[src/rtl/branch_ctrl_pkg.sv]
// Shared branch-controller types, constants and the funct3 resolve helper.
package branch_ctrl_pkg;

  localparam int unsigned BR_CNT_W = 16;
  localparam logic [1:0]  BHT_INIT = 2'b01;

  typedef enum logic [2:0] {
    BR_BEQ  = 3'b000,
    BR_BNE  = 3'b001,
    BR_BLT  = 3'b100,
    BR_BGE  = 3'b101,
    BR_BLTU = 3'b110,
    BR_BGEU = 3'b111
  } br_func_e;

  typedef struct packed {
    logic taken;
    logic illegal;
  } br_res_t;

  // Flags come from rs1 - rs2; carry set means no borrow (rs1 >= rs2 unsigned).
  function automatic br_res_t br_resolve(input logic [2:0] f3, input logic zero,
                                         input logic carry, input logic overflow,
                                         input logic sign);
    br_res_t r;
    r = '0;
    case (f3)
      BR_BEQ:  r.taken = zero;
      BR_BNE:  r.taken = ~zero;
      BR_BLT:  r.taken = sign ^ overflow;
      BR_BGE:  r.taken = ~(sign ^ overflow);
      BR_BLTU: r.taken = ~carry;
      BR_BGEU: r.taken = carry;
      default: r.illegal = 1'b1;
    endcase
    return r;
  endfunction

endpackage

[src/rtl/branch_ctrl_if.sv]
// ID/EX branch request and redirect/flush response bundle of branch_ctrl.
interface branch_ctrl_if;
  import branch_ctrl_pkg::*;

  logic                id_valid;
  logic                id_is_branch;
  logic [31:0]         id_pc;
  logic                id_pred_taken;
  logic                ex_valid;
  logic                ex_is_branch;
  logic                ex_stall;
  logic [31:0]         ex_pc;
  logic [31:0]         ex_target;
  logic                ex_pred_taken;
  logic [2:0]          ex_func3;
  logic                ex_zero;
  logic                ex_carry;
  logic                ex_overflow;
  logic                ex_sign;
  logic                redirect;
  logic [31:0]         redirect_pc;
  logic                flush;
  logic                illegal_br;
  logic [BR_CNT_W-1:0] br_count;
  logic [BR_CNT_W-1:0] mispred_count;

  modport master (
    output id_valid, id_is_branch, id_pc,
    output ex_valid, ex_is_branch, ex_stall, ex_pc, ex_target, ex_pred_taken,
    output ex_func3, ex_zero, ex_carry, ex_overflow, ex_sign,
    input  id_pred_taken, redirect, redirect_pc, flush, illegal_br,
    input  br_count, mispred_count
  );

  modport slave (
    input  id_valid, id_is_branch, id_pc,
    input  ex_valid, ex_is_branch, ex_stall, ex_pc, ex_target, ex_pred_taken,
    input  ex_func3, ex_zero, ex_carry, ex_overflow, ex_sign,
    output id_pred_taken, redirect, redirect_pc, flush, illegal_br,
    output br_count, mispred_count
  );
endinterface

[src/rtl/branch_bht.sv]
// Table of 2-bit saturating counters: async read port, synchronous update port.
module branch_bht
  import branch_ctrl_pkg::*;
#(
  parameter int unsigned ENTRIES = 16,
  parameter int unsigned IDX_W   = $clog2(ENTRIES)
) (
  input  logic             clk,
  input  logic             rst,
  input  logic [IDX_W-1:0] rd_idx,
  output logic [1:0]       rd_ctr,
  input  logic             wr_en,
  input  logic [IDX_W-1:0] wr_idx,
  input  logic             wr_taken
);

  logic [1:0] ctr [ENTRIES];

  // Read sees the pre-update value when it hits the entry being written.
  assign rd_ctr = ctr[rd_idx];

  always_ff @(posedge clk) begin
    if (rst) begin
      for (int unsigned i = 0; i < ENTRIES; i++) ctr[i] <= BHT_INIT;
    end else if (wr_en) begin
      if (wr_taken && ctr[wr_idx] != 2'b11)
        ctr[wr_idx] <= ctr[wr_idx] + 2'b01;
      else if (!wr_taken && ctr[wr_idx] != 2'b00)
        ctr[wr_idx] <= ctr[wr_idx] - 2'b01;
    end
  end

endmodule

[src/rtl/branch_ctrl.sv]
// Branch prediction lookup, EX resolution, redirect/flush generation and stats.
module branch_ctrl
  import branch_ctrl_pkg::*;
#(
  parameter int unsigned BHT_ENTRIES = 16,
  parameter int unsigned IDX_W       = $clog2(BHT_ENTRIES)
) (
  input  logic           clk,
  input  logic           rst,
  branch_ctrl_if.slave   bus
);

  logic [1:0]          rd_ctr;
  br_res_t             res;
  logic                resolve;
  logic                mispred;
  logic                redirect_q;
  logic                illegal_q;
  logic [31:0]         redirect_pc_q;
  logic [BR_CNT_W-1:0] br_cnt_q;
  logic [BR_CNT_W-1:0] mis_cnt_q;

  branch_bht #(
    .ENTRIES (BHT_ENTRIES),
    .IDX_W   (IDX_W)
  ) u_bht (
    .clk      (clk),
    .rst      (rst),
    .rd_idx   (bus.id_pc[IDX_W+1:2]),
    .rd_ctr   (rd_ctr),
    .wr_en    (resolve),
    .wr_idx   (bus.ex_pc[IDX_W+1:2]),
    .wr_taken (res.taken)
  );

  always_comb begin
    res = br_resolve(bus.ex_func3, bus.ex_zero, bus.ex_carry, bus.ex_overflow, bus.ex_sign);
    // A branch in EX during the flush cycle is a squashed shadow; stall alone defers it.
    resolve = bus.ex_valid & bus.ex_is_branch & ~bus.ex_stall & ~redirect_q;
    mispred = resolve & (res.taken != bus.ex_pred_taken);
  end

  always_ff @(posedge clk) begin
    if (rst) begin
      redirect_q    <= 1'b0;
      redirect_pc_q <= '0;
      illegal_q     <= 1'b0;
      br_cnt_q      <= '0;
      mis_cnt_q     <= '0;
    end else begin
      redirect_q    <= mispred;
      redirect_pc_q <= mispred ? (res.taken ? bus.ex_target : bus.ex_pc + 32'd4) : '0;
      illegal_q     <= resolve & res.illegal;
      if (resolve && br_cnt_q != '1) br_cnt_q <= br_cnt_q + 1'b1;
      if (mispred && mis_cnt_q != '1) mis_cnt_q <= mis_cnt_q + 1'b1;
    end
  end

  assign bus.id_pred_taken = bus.id_valid & bus.id_is_branch & rd_ctr[1];
  assign bus.redirect      = redirect_q;
  assign bus.flush         = redirect_q;
  assign bus.redirect_pc   = redirect_pc_q;
  assign bus.illegal_br    = illegal_q;
  assign bus.br_count      = br_cnt_q;
  assign bus.mispred_count = mis_cnt_q;

endmodule
[src/flat_wrapper.sv]
// flat-port wrapper written by rule: the top's interface ports become plain ports
module branch_ctrl_flat import branch_ctrl_pkg::*;
#(
  parameter int unsigned BHT_ENTRIES = 16,
  parameter int unsigned IDX_W       = $clog2(BHT_ENTRIES)
)
  (clk, rst, bus_id_valid, bus_id_is_branch, bus_id_pc, bus_ex_valid, bus_ex_is_branch, bus_ex_stall, bus_ex_pc, bus_ex_target, bus_ex_pred_taken, bus_ex_func3, bus_ex_zero, bus_ex_carry, bus_ex_overflow, bus_ex_sign, bus_id_pred_taken, bus_redirect, bus_redirect_pc, bus_flush, bus_illegal_br, bus_br_count, bus_mispred_count);
  branch_ctrl_if bus_i ();
  input  logic clk;
  input  logic rst;
  input wire logic [$bits(bus_i.id_valid)-1:0] bus_id_valid;
  input wire logic [$bits(bus_i.id_is_branch)-1:0] bus_id_is_branch;
  input wire logic [$bits(bus_i.id_pc)-1:0] bus_id_pc;
  input wire logic [$bits(bus_i.ex_valid)-1:0] bus_ex_valid;
  input wire logic [$bits(bus_i.ex_is_branch)-1:0] bus_ex_is_branch;
  input wire logic [$bits(bus_i.ex_stall)-1:0] bus_ex_stall;
  input wire logic [$bits(bus_i.ex_pc)-1:0] bus_ex_pc;
  input wire logic [$bits(bus_i.ex_target)-1:0] bus_ex_target;
  input wire logic [$bits(bus_i.ex_pred_taken)-1:0] bus_ex_pred_taken;
  input wire logic [$bits(bus_i.ex_func3)-1:0] bus_ex_func3;
  input wire logic [$bits(bus_i.ex_zero)-1:0] bus_ex_zero;
  input wire logic [$bits(bus_i.ex_carry)-1:0] bus_ex_carry;
  input wire logic [$bits(bus_i.ex_overflow)-1:0] bus_ex_overflow;
  input wire logic [$bits(bus_i.ex_sign)-1:0] bus_ex_sign;
  output wire logic [$bits(bus_i.id_pred_taken)-1:0] bus_id_pred_taken;
  output wire logic [$bits(bus_i.redirect)-1:0] bus_redirect;
  output wire logic [$bits(bus_i.redirect_pc)-1:0] bus_redirect_pc;
  output wire logic [$bits(bus_i.flush)-1:0] bus_flush;
  output wire logic [$bits(bus_i.illegal_br)-1:0] bus_illegal_br;
  output wire logic [$bits(bus_i.br_count)-1:0] bus_br_count;
  output wire logic [$bits(bus_i.mispred_count)-1:0] bus_mispred_count;
  assign bus_i.id_valid = bus_id_valid;
  assign bus_i.id_is_branch = bus_id_is_branch;
  assign bus_i.id_pc = bus_id_pc;
  assign bus_i.ex_valid = bus_ex_valid;
  assign bus_i.ex_is_branch = bus_ex_is_branch;
  assign bus_i.ex_stall = bus_ex_stall;
  assign bus_i.ex_pc = bus_ex_pc;
  assign bus_i.ex_target = bus_ex_target;
  assign bus_i.ex_pred_taken = bus_ex_pred_taken;
  assign bus_i.ex_func3 = bus_ex_func3;
  assign bus_i.ex_zero = bus_ex_zero;
  assign bus_i.ex_carry = bus_ex_carry;
  assign bus_i.ex_overflow = bus_ex_overflow;
  assign bus_i.ex_sign = bus_ex_sign;
  assign bus_id_pred_taken = bus_i.id_pred_taken;
  assign bus_redirect = bus_i.redirect;
  assign bus_redirect_pc = bus_i.redirect_pc;
  assign bus_flush = bus_i.flush;
  assign bus_illegal_br = bus_i.illegal_br;
  assign bus_br_count = bus_i.br_count;
  assign bus_mispred_count = bus_i.mispred_count;
  branch_ctrl #(.BHT_ENTRIES(BHT_ENTRIES), .IDX_W(IDX_W)) u_core (.clk(clk), .rst(rst), .bus(bus_i));
endmodule
[config.mk]
export PLATFORM = sky130hd
export DESIGN_NAME = branch_ctrl_flat
export DESIGN_NICKNAME = d
export VERILOG_FILES = /design/src/rtl/branch_ctrl_pkg.sv /design/src/rtl/branch_ctrl_if.sv /design/src/rtl/branch_bht.sv /design/src/rtl/branch_ctrl.sv /design/src/flat_wrapper.sv
export SDC_FILE = /design/constraint.sdc
export NUM_CORES = 1
export LEC_CHECK = 0
export ABC_AREA = 1
export BUFFER_PORTS_ARGS = -buffer_cell sky130_fd_sc_hd__buf_4
export CAP_MARGIN = 20
export CORE_MARGIN = 2
export CORE_UTILIZATION = 50
export CTS_CLUSTER_SIZE = 20
export DETAILED_ROUTE_END_ITERATION = 16
export PLACE_DENSITY = 0.77
export SLEW_MARGIN = 0
export SYNTH_ARGS = -nofsm -noshare
export SYNTH_HDL_FRONTEND = slang
export SYNTH_SLANG_ARGS = --single-unit
[constraint.sdc]
create_clock -name clk -period 3.5 [get_ports clk]
set_input_delay 0.35 -clock clk [delete_from_list [all_inputs] [get_ports clk]]
set_output_delay 0.35 -clock clk [all_outputs]
set_load 0.02 [all_outputs]
# Word level (Yosys, flattened, before mapping)
# Memories as Yosys holds them, arrays and structs flattened.
# Index checks and enable logic that the tools add are counted.
dict set report op_classes {
  add_sub_neg 5
  eq_ne 9
  mux 18
  bitwise 15
  n_reduce_logical 10
}
# operator count
set ops {}
lappend ops {{$add 16x1->16 const B} 2}
lappend ops {{$add 32x3->32 const B} 1}
lappend ops {{$mux 32} 1}
lappend ops {{$ne 16x16->1 const B} 2}
lappend ops {{$mux 1} 13}
lappend ops {{$eq 3x3->1 const B} 4}
lappend ops {{$and 1x1->1} 7}
lappend ops {{$not 1->1} 6}
lappend ops {{$pmux 1 s6} 1}
lappend ops {{$reduce_or 6->1} 1}
lappend ops {{$logic_and 1x1->1} 4}
lappend ops {{$mux 2} 2}
lappend ops {{$mux 4} 1}
lappend ops {{$reduce_or 2->1} 2}
lappend ops {{$eq 3x1->1 const B} 1}
lappend ops {{$logic_not 3->1} 1}
lappend ops {{$add 2x1->2 const B} 1}
lappend ops {{$ne 2x2->1 const B} 1}
lappend ops {{$reduce_bool 2->1} 1}
lappend ops {{$sub 2x1->2 const B} 1}
lappend ops {{$logic_not 1->1} 1}
lappend ops {{$ne 1x1->1} 1}
lappend ops {{$or 1x1->1} 1}
lappend ops {{$xor 1x1->1} 1}
dict set report totals {
  reg_bits 66
  ramBits 32
  in_bits 111
  output_inout_bits 68
  wordCells 63
  mem_count 1
}
# name depth width rd rd_ports_with_merged_regs wr line
set memory_table {}
lappend memory_table {u_core.u_bht.ctr 16 2 2 0 16 branch_bht.sv:17} ;# logic [1:0] ctr [ENTRIES];

# Longest topological paths before layout
# Gate-level depths: netlist (run 1).
dict set report depth {
  ltp_word 13
  ltp_mapped 16
  depth_no_buf 13
}

# Hierarchy
# A second synthesis (run 1) with hierarchy kept.
dict set report hier_totals {
  cells_unflattened 899
  area_unflattened_um2 6132.1
}
# module instances cells_each area_each_um2 seq_area_each_um2
set by_module_without_submodules {}
lappend by_module_without_submodules {branch_ctrl 1 603 3912.5 1321.3}
lappend by_module_without_submodules {branch_bht 1 296 2219.6 960.9}

# Worst setup path after synthesis (run 1)
# Ideal clock, no wire load.
dict set report synth_timing {
  path_kind {reg-to-reg}
  start {reg u_core.mis_cnt_q[0], in the netlist u_core.bus.mispred_count[0]}
  end {reg u_core.mis_cnt_q[10], in the netlist u_core.bus.mispred_count[10]}
  setup_ns 0.070
  arrival_time_ns 1.822
  t_required_ns 3.430
  setup_slack_ns 1.608
  stages_incl_launch_ff 11
  path_buffers 1
  period_less_slack_ns 1.892
  path_cell_list {dfxtp_1 > ha_1 > nand2_2 > nor3_2 > inv_2 > nor2_2 > nand3_4 > nand4_4 > buf_6 > nand2_1 > a21oi_1}
}
dict set report synth_between {
  elab_chain_cells 2
  elab_cells_between_ends 3
  cone_classes {add/sub: 1; eq/ne: 1; reduce/logical: 1}
}
# item line
set synth_rtl {}
lappend synth_rtl {{start, declared} branch_ctrl.sv:21} ;# logic [BR_CNT_W-1:0] mis_cnt_q;
lappend synth_rtl {{start signal, assigned} branch_ctrl.sv:55} ;# if (mispred && mis_cnt_q != '1) mis_cnt_q <= mis_cnt_q + 1'b1;
lappend synth_rtl {{branches (longest 2 deep; another with $add 16x1->16)} n/a}
# Several ways; the timed one is not identified.
# A chain may end at the register's enable or synchronous reset.

# Final worst setup path (run 1)
dict set report layout_timing {
  start {in bus_ex_func3[1]}
  end {reg u_core.redirect_pc_q[3], in the netlist u_core.bus.redirect_pc[3]}
}
dict set report layout_between {
  elab_chain_cells 6
  elab_cells_between_ends 12
  cone_classes {eq/ne: 6; mux: 2; bitwise: 2; reduce/logical: 2}
}
# item line
set layout_rtl {}
lappend layout_rtl {{start, declared} flat_wrapper.sv:20} ;# input wire logic [$bits(bus_i.ex_func3)-1:0] bus_ex_func3;
lappend layout_rtl {{$eq 3x3->1, or another cell as far along} branch_ctrl_pkg.sv:27} ;# case (f3)
lappend layout_rtl {{$pmux 1 s6 *} branch_ctrl_pkg.sv:27}
lappend layout_rtl {{$ne 1x1->1} branch_ctrl.sv:40} ;# mispred = resolve & (res.taken != bus.ex_pred_taken);
lappend layout_rtl {{$and 1x1->1} branch_ctrl.sv:40}
lappend layout_rtl {{$not 1->1 (no source line)} n/a}
lappend layout_rtl {{$reduce_or 2->1 (no source line)} n/a}
lappend layout_rtl {{end signal, assigned} branch_ctrl.sv:52} ;# redirect_pc_q <= mispred ? (res.taken ? bus.ex_target : bus.ex_pc + 32'd4) : '0;
lappend layout_rtl {{end, declared} branch_ctrl.sv:19} ;# logic [31:0] redirect_pc_q;
# Mark *: on every way between the ends. The rest lies on a longest branch, timed or not.

==> results.yml, run 1 <==
run_status:
  status: "complete, no violations"
logic_synthesis:
  ys_ff_latch: 98
  synth_edf_count: 32
  postSynth.asyncResetShare_pct: 0
  synth_fp_nets: 959
  post-synth-top-count-cell: "nand2_1"
  netlist_area_sq_um: 6010
  synthTopCellsByCount: "237 x nand2_1, 82 x nor2_1, 80 x inv_1, 66 x dfxtp_1, 61 x nand3_1"
  synth.distinct_cells: 40
  syn_inst: 842
  ys_top_cells_by_area: "dfxtp_1 22%, edfxtp_1 16%, nand2_1 15%, nor2_1 5.1%, nand3_1 5.1%"
  postSynthAreaPerCell_sq_um: 7.13
  ys_seq_area_share_pct: 38.0
  yosysTopAreaCell: "dfxtp_1"
  synthFlopType: "dfxtp_1"
  synth.top_cell.area_share_pct: 22.0
  yosysWarnings: 0
final_layout:
  drive_gt1_share_pct: 23.0
  final_cells: 1124
  nets: 1089
  final_cell_area_sq_um: 7460
  syn2layout_area_growth_pct: 24.3
  diodes: 0
setup_path:
  crit_arrival_ns: 2.48
  path_class: "in -> reg"
  required_ns: 3.76
  start_kind: "input port"
  crit_fanout: 33
  end_kind: "flop"
clock_network:
  clk_path_buf_depth: 2
  clk_pin_slew_worst_paths_ns: 0.06
  insertion_delay_ns: 0.35
  cts-root-buf: "clkbuf_16"
  cts.repair.resized: 0
  post_cts_buffers: 0
  htree_levels: 3
  cts.sinks: 98
  cts_tree: "done"
  cts_buffers: 9
  cts_hold_buf: 0
global_routing:
  grt_pass1_vias: 5242
  track_usage_pct: 24.1
  met1_usage_pct: 31.3
  met3_usage_pct: 4.41
  grt_pass1_wl_microns: 25100
  grt_max_degree: 34
  met2_usage_pct: 40.6
  grt.overflow.total: 0
  busiest_layer: "met2"
  antenna_found_initial: 0
floorplan:
  initial_core_util_pct: 50.6
  num_rows: 40
  die-area_sq_um: 12900
  fp.dieH_microns: 114
  ios: 179
  die_w_microns: 114
  coreArea_sq_um: 11900
sta:
  setup_tns_ns: 0
  fin_crit_ns: 2.22
  slew_viol_final: 0
  finalCritPeriodShare_pct: 63.4
  final-hold-violation-count: 0
  tightest_slew_ns: 0.636
  fmax_mhz: 451
  rsz0062_at_grt: "false"
  fin_skew_ns: 0.00902
  slew-limit-headroom_pct: 57.4
  setup_viol: 0
  whs_ns: 0.244
routing:
  wl_microns: 15600
  vias: 5798
  final_antenna_net_count: 0
  drc: 0
  drt_iter0_drc: 350
  wl_per_cell_microns: 13.9
  drt-pass1-iter-count: 6
  vias_per_cell: 5.16
power_and_ir_drop:
  p_per_area_nw_per_um2: 366
  peakVddDrop_mv: 0.276
  p_leak_nw: 3.30
hold_path:
  hold_path_class: "in -> reg"
placed_design:
  dp_hpwl_microns: 11500
  numPortBuffers: 150
  placed_area_sq_um: 7130
  place.gp.congestion: 0.954
  dpl.cell_count: 1108
job:
  drv_cap: 0
cell type report:
cell class                 instances  area, sq um
clock inverter                     7          109
fill                            1108         4400
timing repair buffer             153         1150
clock buffer                       9          225
multi-input combinational        620         3170
inverter                          90          343
tap                              147          184
sequential                        98         2280
flip-flops by register name, summed over array words and instances (netlist names):
| register | cells |
|---|---|
| u_core.bus.flush | 1 |
| u_core.bus.redirect_pc | 32 |
| u_core.bus.mispred_count | 16 |
| u_core.u_bht.ctr | 32 |
| u_core.bus.br_count | 16 |
| u_core.bus.illegal_br | 1 |
cell usage in the layout, fill, tap and decap left out, types with 2 or more instances in the layout:
cell type / netlist / routed
nor3_1: 16 / 16
bufinv_16: 0 / 3
inv_1: 80 / 81
nand2_2: 10 / 10
or2_2: 2 / 2
xor2_1: 20 / 20
o211ai_1: 2 / 2
ha_1: 6 / 6
nand3_4: 3 / 3
nand3_1: 61 / 61
edfxtp_1: 32 / 32
clkbuf_16: 0 / 9
and2_1: 2 / 2
a21oi_1: 57 / 57
nor2_2: 11 / 11
inv_2: 8 / 8
nor2_1: 82 / 82
nand3b_1: 6 / 6
nand2_1: 237 / 237
nor3b_1: 5 / 5
nor4_1: 3 / 3
nand3_2: 13 / 13
xnor2_1: 16 / 16
nand4_1: 25 / 25
dfxtp_1: 66 / 66
nor2_4: 3 / 3
buf_4: 4 / 153
o31ai_1: 2 / 2
nand2_4: 2 / 2
clkinv_2: 0 / 3
nor3_2: 2 / 2
o21ai_0: 29 / 29
power breakdown:
| group | internal [mW] | switching, mW | total, mW |
|---|---|---|---|
| registers | 1.19 | 0.00785 | 1.20 |
| clock network | 0.692 | 0.425 | 1.12 |
| logic | 0.153 | 0.262 | 0.415 |
| total | 2.03 | 0.695 | 2.73 |
per-layer routing:
layer	part of all wire [%]	vias to the layer above
li1	-	2991
met1	43	2601
met2	49	189
met3	6.3	17
met4	1.6	0
met5	0	-
logic make-up (layout without fill, tap and decap cells):
| logic type | Yosys count | count (layout) | synth area share, % |
|---|---|---|---|
| and+or+nand+nor | 485 | 485 | 38.2 |
| buffers and inverters | 124 | 259 | 9.21 |
| DFF | 98 | 98 | 38.0 |
| AOI/OAI and AO/OA | 92 | 92 | 7.87 |
| xor gates and xnor gates | 36 | 36 | 5.25 |
| adders and majority gates | 6 | 6 | 1.25 |
| muxes | 1 | 1 | 0.167 |
worst max-delay path: stages:
cell	delay, ns
buf_4	0.08
inv_1	0.07
nand2_1	0.08
nand2_1	0.05
nand3_1	0.16
nand3_4	0.30
nand2_2	0.19
nand2_1	0.10
nor2_4	0.34
nand2_2	0.47
a21oi_1	0.27
stage by stage:
step | util (%) | worst slack, ns | power (mW)
6_report | 62.9 | 1.28 | 2.73
5_1_grt | 62.9 | 1.01 | 2.83
4_1_cts | 62.9 | 1.24 | 2.74
3_5_place_dp | 60.1 | 0.863 | 1.63
3_3_place_gp | 60.1 | 0.915 | 1.63
2_1_floorplan | - | 1.61 | 1.48
path summary, 6_finish.rpt:
kind                                             from                                     to  slack (ns)  depth (start not counted)
hold / removal                      bus_ex_target[11]  u_core.bus.redirect_pc[11]$_SDFF_PP0_        0.24                          3
hold reg to reg   u_core.bus.br_count[0]$_SDFFE_PP0P_    u_core.bus.br_count[0]$_SDFFE_PP0P_        0.50                          1
setup reg to reg          u_core.bus.flush$_SDFF_PP0_   u_core.u_bht.ctr[8][1]$_SDFFCE_PN0P_        1.35                          9
setup / recovery                      bus_ex_func3[1]   u_core.bus.redirect_pc[3]$_SDFF_PP0_        1.28                         11
Power figures use the tool's default switching activity.
==> run 2: changes to the inputs <==
--- a/config.mk
+++ b/config.mk
@@ -5,14 +5,14 @@
 export SDC_FILE = /design/constraint.sdc
 export NUM_CORES = 1
 export LEC_CHECK = 0
-export ABC_AREA = 1
+export ABC_AREA = 0
 export BUFFER_PORTS_ARGS = -buffer_cell sky130_fd_sc_hd__buf_4
 export CAP_MARGIN = 20
 export CORE_MARGIN = 2
-export CORE_UTILIZATION = 50
+export CORE_UTILIZATION = 46
 export CTS_CLUSTER_SIZE = 20
 export DETAILED_ROUTE_END_ITERATION = 16
-export PLACE_DENSITY = 0.77
+export PLACE_DENSITY = 0.76
 export SLEW_MARGIN = 0
 export SYNTH_ARGS = -nofsm -noshare
 export SYNTH_HDL_FRONTEND = slang
==> constraint.sdc (replaced) <==
create_clock -name clk -period 1.8 [get_ports clk]
set_input_delay 0.18 -clock clk [delete_from_list [all_inputs] [get_ports clk]]
set_output_delay 0.18 -clock clk [all_outputs]
set_load 0.02 [all_outputs]
==> results.yml, run 2 <==
run_status:
  status: "finished, violations left"
  violations: "setup timing"
logic_synthesis:
  yosysWarnings: 0
  netlist_area_sq_um: 5270
  synth_edf_count: 32
  synth.top_cell.area_share_pct: 25.1
  postSynthAreaPerCell_sq_um: 9.45
  synthFlopType: "dfxtp_1"
  synth.distinct_cells: 68
  syn_inst: 557
  synth_fp_nets: 674
  synthTopCellsByCount: "79 x nor2_1, 66 x dfxtp_1, 43 x nand2_1, 41 x nand3_1, 32 x edfxtp_1"
  yosysTopAreaCell: "dfxtp_1"
  postSynth.asyncResetShare_pct: 0
  ys_top_cells_by_area: "dfxtp_1 25%, edfxtp_1 18%, nor2_1 5.6%, mux4_2 4.7%, nand3_1 3.9%"
  post-synth-top-count-cell: "nor2_1"
  ys_seq_area_share_pct: 43.3
  ys_ff_latch: 98
clock_network:
  htree_levels: 3
  insertion_delay_ns: 0.35
  cts-root-buf: "clkbuf_16"
  cts.sinks: 98
  clk_pin_slew_worst_paths_ns: 0.07
  cts_hold_buf: 0
  cts_tree: "done"
  clk_path_buf_depth: 2
  cts_buffers: 9
placed_design:
  place.gp.congestion: 0.915
  dp_hpwl_microns: 11300
  placed_area_sq_um: 7190
  post-place-ws_ns: -0.673
  numPortBuffers: 150
final_layout:
  nets: 898
  syn2layout_area_growth_pct: 51.8
  final_common_cell: "buf_4"
  diodes: 0
  final_cell_area_sq_um: 7990
  drive_gt1_share_pct: 45.3
  mostFrequentLayoutCells: "231 x buf_4, 73 x nor2_1, 63 x dfxtp_1"
hold_path:
  min_from: "bus_ex_target[2]"
  hold_path_class: "in -> reg"
sta:
  setup_tns_ns: -28.78
  final-hold-violation-count: 0
  slew-limit-headroom_pct: 68.5
  setup_viol: 75
  rsz0062_at_grt: "true"
  tightest_slew_ns: 0.473
  fin_crit_ns: 2.27
  fmax_mhz: 441
  worst_slack_ns: -0.467
  slew_viol_final: 0
  finalCritPeriodShare_pct: 126
  fin_skew_ns: 0.00928
setup_path:
  cp_cell_sequence: "mux4_2 -> a22o_4 -> nor2_8 -> xnor2_1 -> o211ai_4 -> buf_6 -> nor2_1"
  path_class: "reg -> reg"
  required_ns: 1.90
  startpoint: "u_core.u_bht.ctr[11][0]$_SDFFCE_PN1P_"
  crit_family: "compound AO/OA/AOI/OAI gates"
  crit_slowest_cell: "mux4_2"
  end_kind: "flop"
  rr_startpoint: "u_core.u_bht.ctr[11][0]$_SDFFCE_PN1P_"
  worst-path-buf-inv: 1
  max_stage_delay_ns: 0.52
  crit_fanout: 6
  crit_arrival_ns: 2.37
  reg2reg_slack_ns: -0.47
  start_kind: "flop"
routing:
  wl_microns: 16000
  vias: 5201
  vias_per_cell: 5.60
  drc: 0
  drt-pass1-iter-count: 5
  wl_per_cell_microns: 17.2
  final_antenna_net_count: 0
  drt_iter0_drc: 322
global_routing:
  grt_pass1_wl_microns: 25200
  grt_max_degree: 60
  track_usage_pct: 25.7
  grt.overflow.total: 0
  grt_pass1_vias: 5160
  antenna_found_initial: 0
power_and_ir_drop:
  peakVddDrop_mv: 0.906
  p_per_area_nw_per_um2: 678
  p_leak_nw: 3.12
floorplan:
  fp.dieH_microns: 111
  num_rows: 39
  ios: 179
  coreArea_sq_um: 11300
  initial_core_util_pct: 46.7
  die_w_microns: 111
  die-area_sq_um: 12300
job:
  drv_cap: 0
run 2: cell types whose count changed after synthesis, sizes merged, moves of 11 or more:
cell / previous run / this run
nand3: 77 / 42
inv: 89 / 16
and3: 0 / 11
mux4: 0 / 13
a21oi: 57 / 31
a211oi: 0 / 26
o21ai: 29 / 11
nand2: 249 / 43
run 2: kinds of logic (layout without fill, tap and decap cells):
group / after synthesis / in the layout / share of synthesized area (%)
DFF: 98 / 98 / 43.3
and+or+nand+nor: 256 / 256 / 25.7
muxes: 17 / 17 / 6.49
adders and majority gates: 6 / 6 / 1.43
xor gates and xnor gates: 40 / 40 / 6.65
AOI/OAI and AO/OA: 91 / 91 / 12.1
buffers and inverters: 49 / 278 / 4.28
run 2: final timing paths:
kind	endpoint	cells past startpoint
worst max register to register	u_core.u_bht.ctr[1][1]$_SDFFCE_PN0P_	7
worst max-delay path	u_core.u_bht.ctr[1][1]$_SDFFCE_PN0P_	7
worst min register to register	u_core.bus.mispred_count[15]$_SDFFE_PP0P_	2
worst min-delay path	u_core.bus.redirect_pc[2]$_SDFF_PP0_	3
run 2: routing by layer:
layer	global-route usage, %	vias up	part of all wire [%]
li1	-	2479	-
met4	10.3	0	2.7
met2	45.2	193	51
met3	5.19	39	6.2
met1	30.7	2490	40
met5	0	-	0
run 2: what timing repair did:
action | CTS | global route
pin swaps | 11 | 13
setup endpoints to repair | 74 | 100
gates resized for setup | 41 | 30
buffers inserted | 4 | 4
cloned | 0 | 1
run 2: stage by stage:
stage / utilization (%) / power, mW / cells / hold slack [ns]
2_1_floorplan: - / 2.78 / 557 / 0.256
3_3_place_gp: 63.8 / 3.15 / 904 / 0.411
3_5_place_dp: 63.8 / 3.18 / 904 / 0.419
4_1_cts: 69.1 / 5.38 / 924 / 0.0537
5_1_grt: 70.9 / 5.60 / 929 / 0.0769
6_report: 70.9 / 5.42 / 929 / 0.0567
run 2: report_power, final:
group | switching, mW | internal [mW] | leakage [nW] | total, mW
Clock | 0.867 | 1.30 | 0.166 | 2.17
Sequential | 0.0174 | 2.31 | 0.802 | 2.33
Combinational | 0.486 | 0.434 | 2.15 | 0.920
Total | 1.37 | 4.05 | 3.12 | 5.42
run 2: cell type report:
cell class	instances	area, sq um
well taps	143	179
flip-flops and latches	98	2290
clock inverters	6	86.3
repair buffers	246	1940
fillers	821	3280
inverters	16	60.1
clock buffers	10	250
multi-input cells	410	3190
run 2: worst register-to-register path, stage by stage, from the launching register on:
cell	delay, ns
edfxtp_1	0.40
mux4_2	0.52
a22o_4	0.29
nor2_8	0.14
xnor2_1	0.15
o211ai_4	0.28
buf_6	0.18
nor2_1	0.06
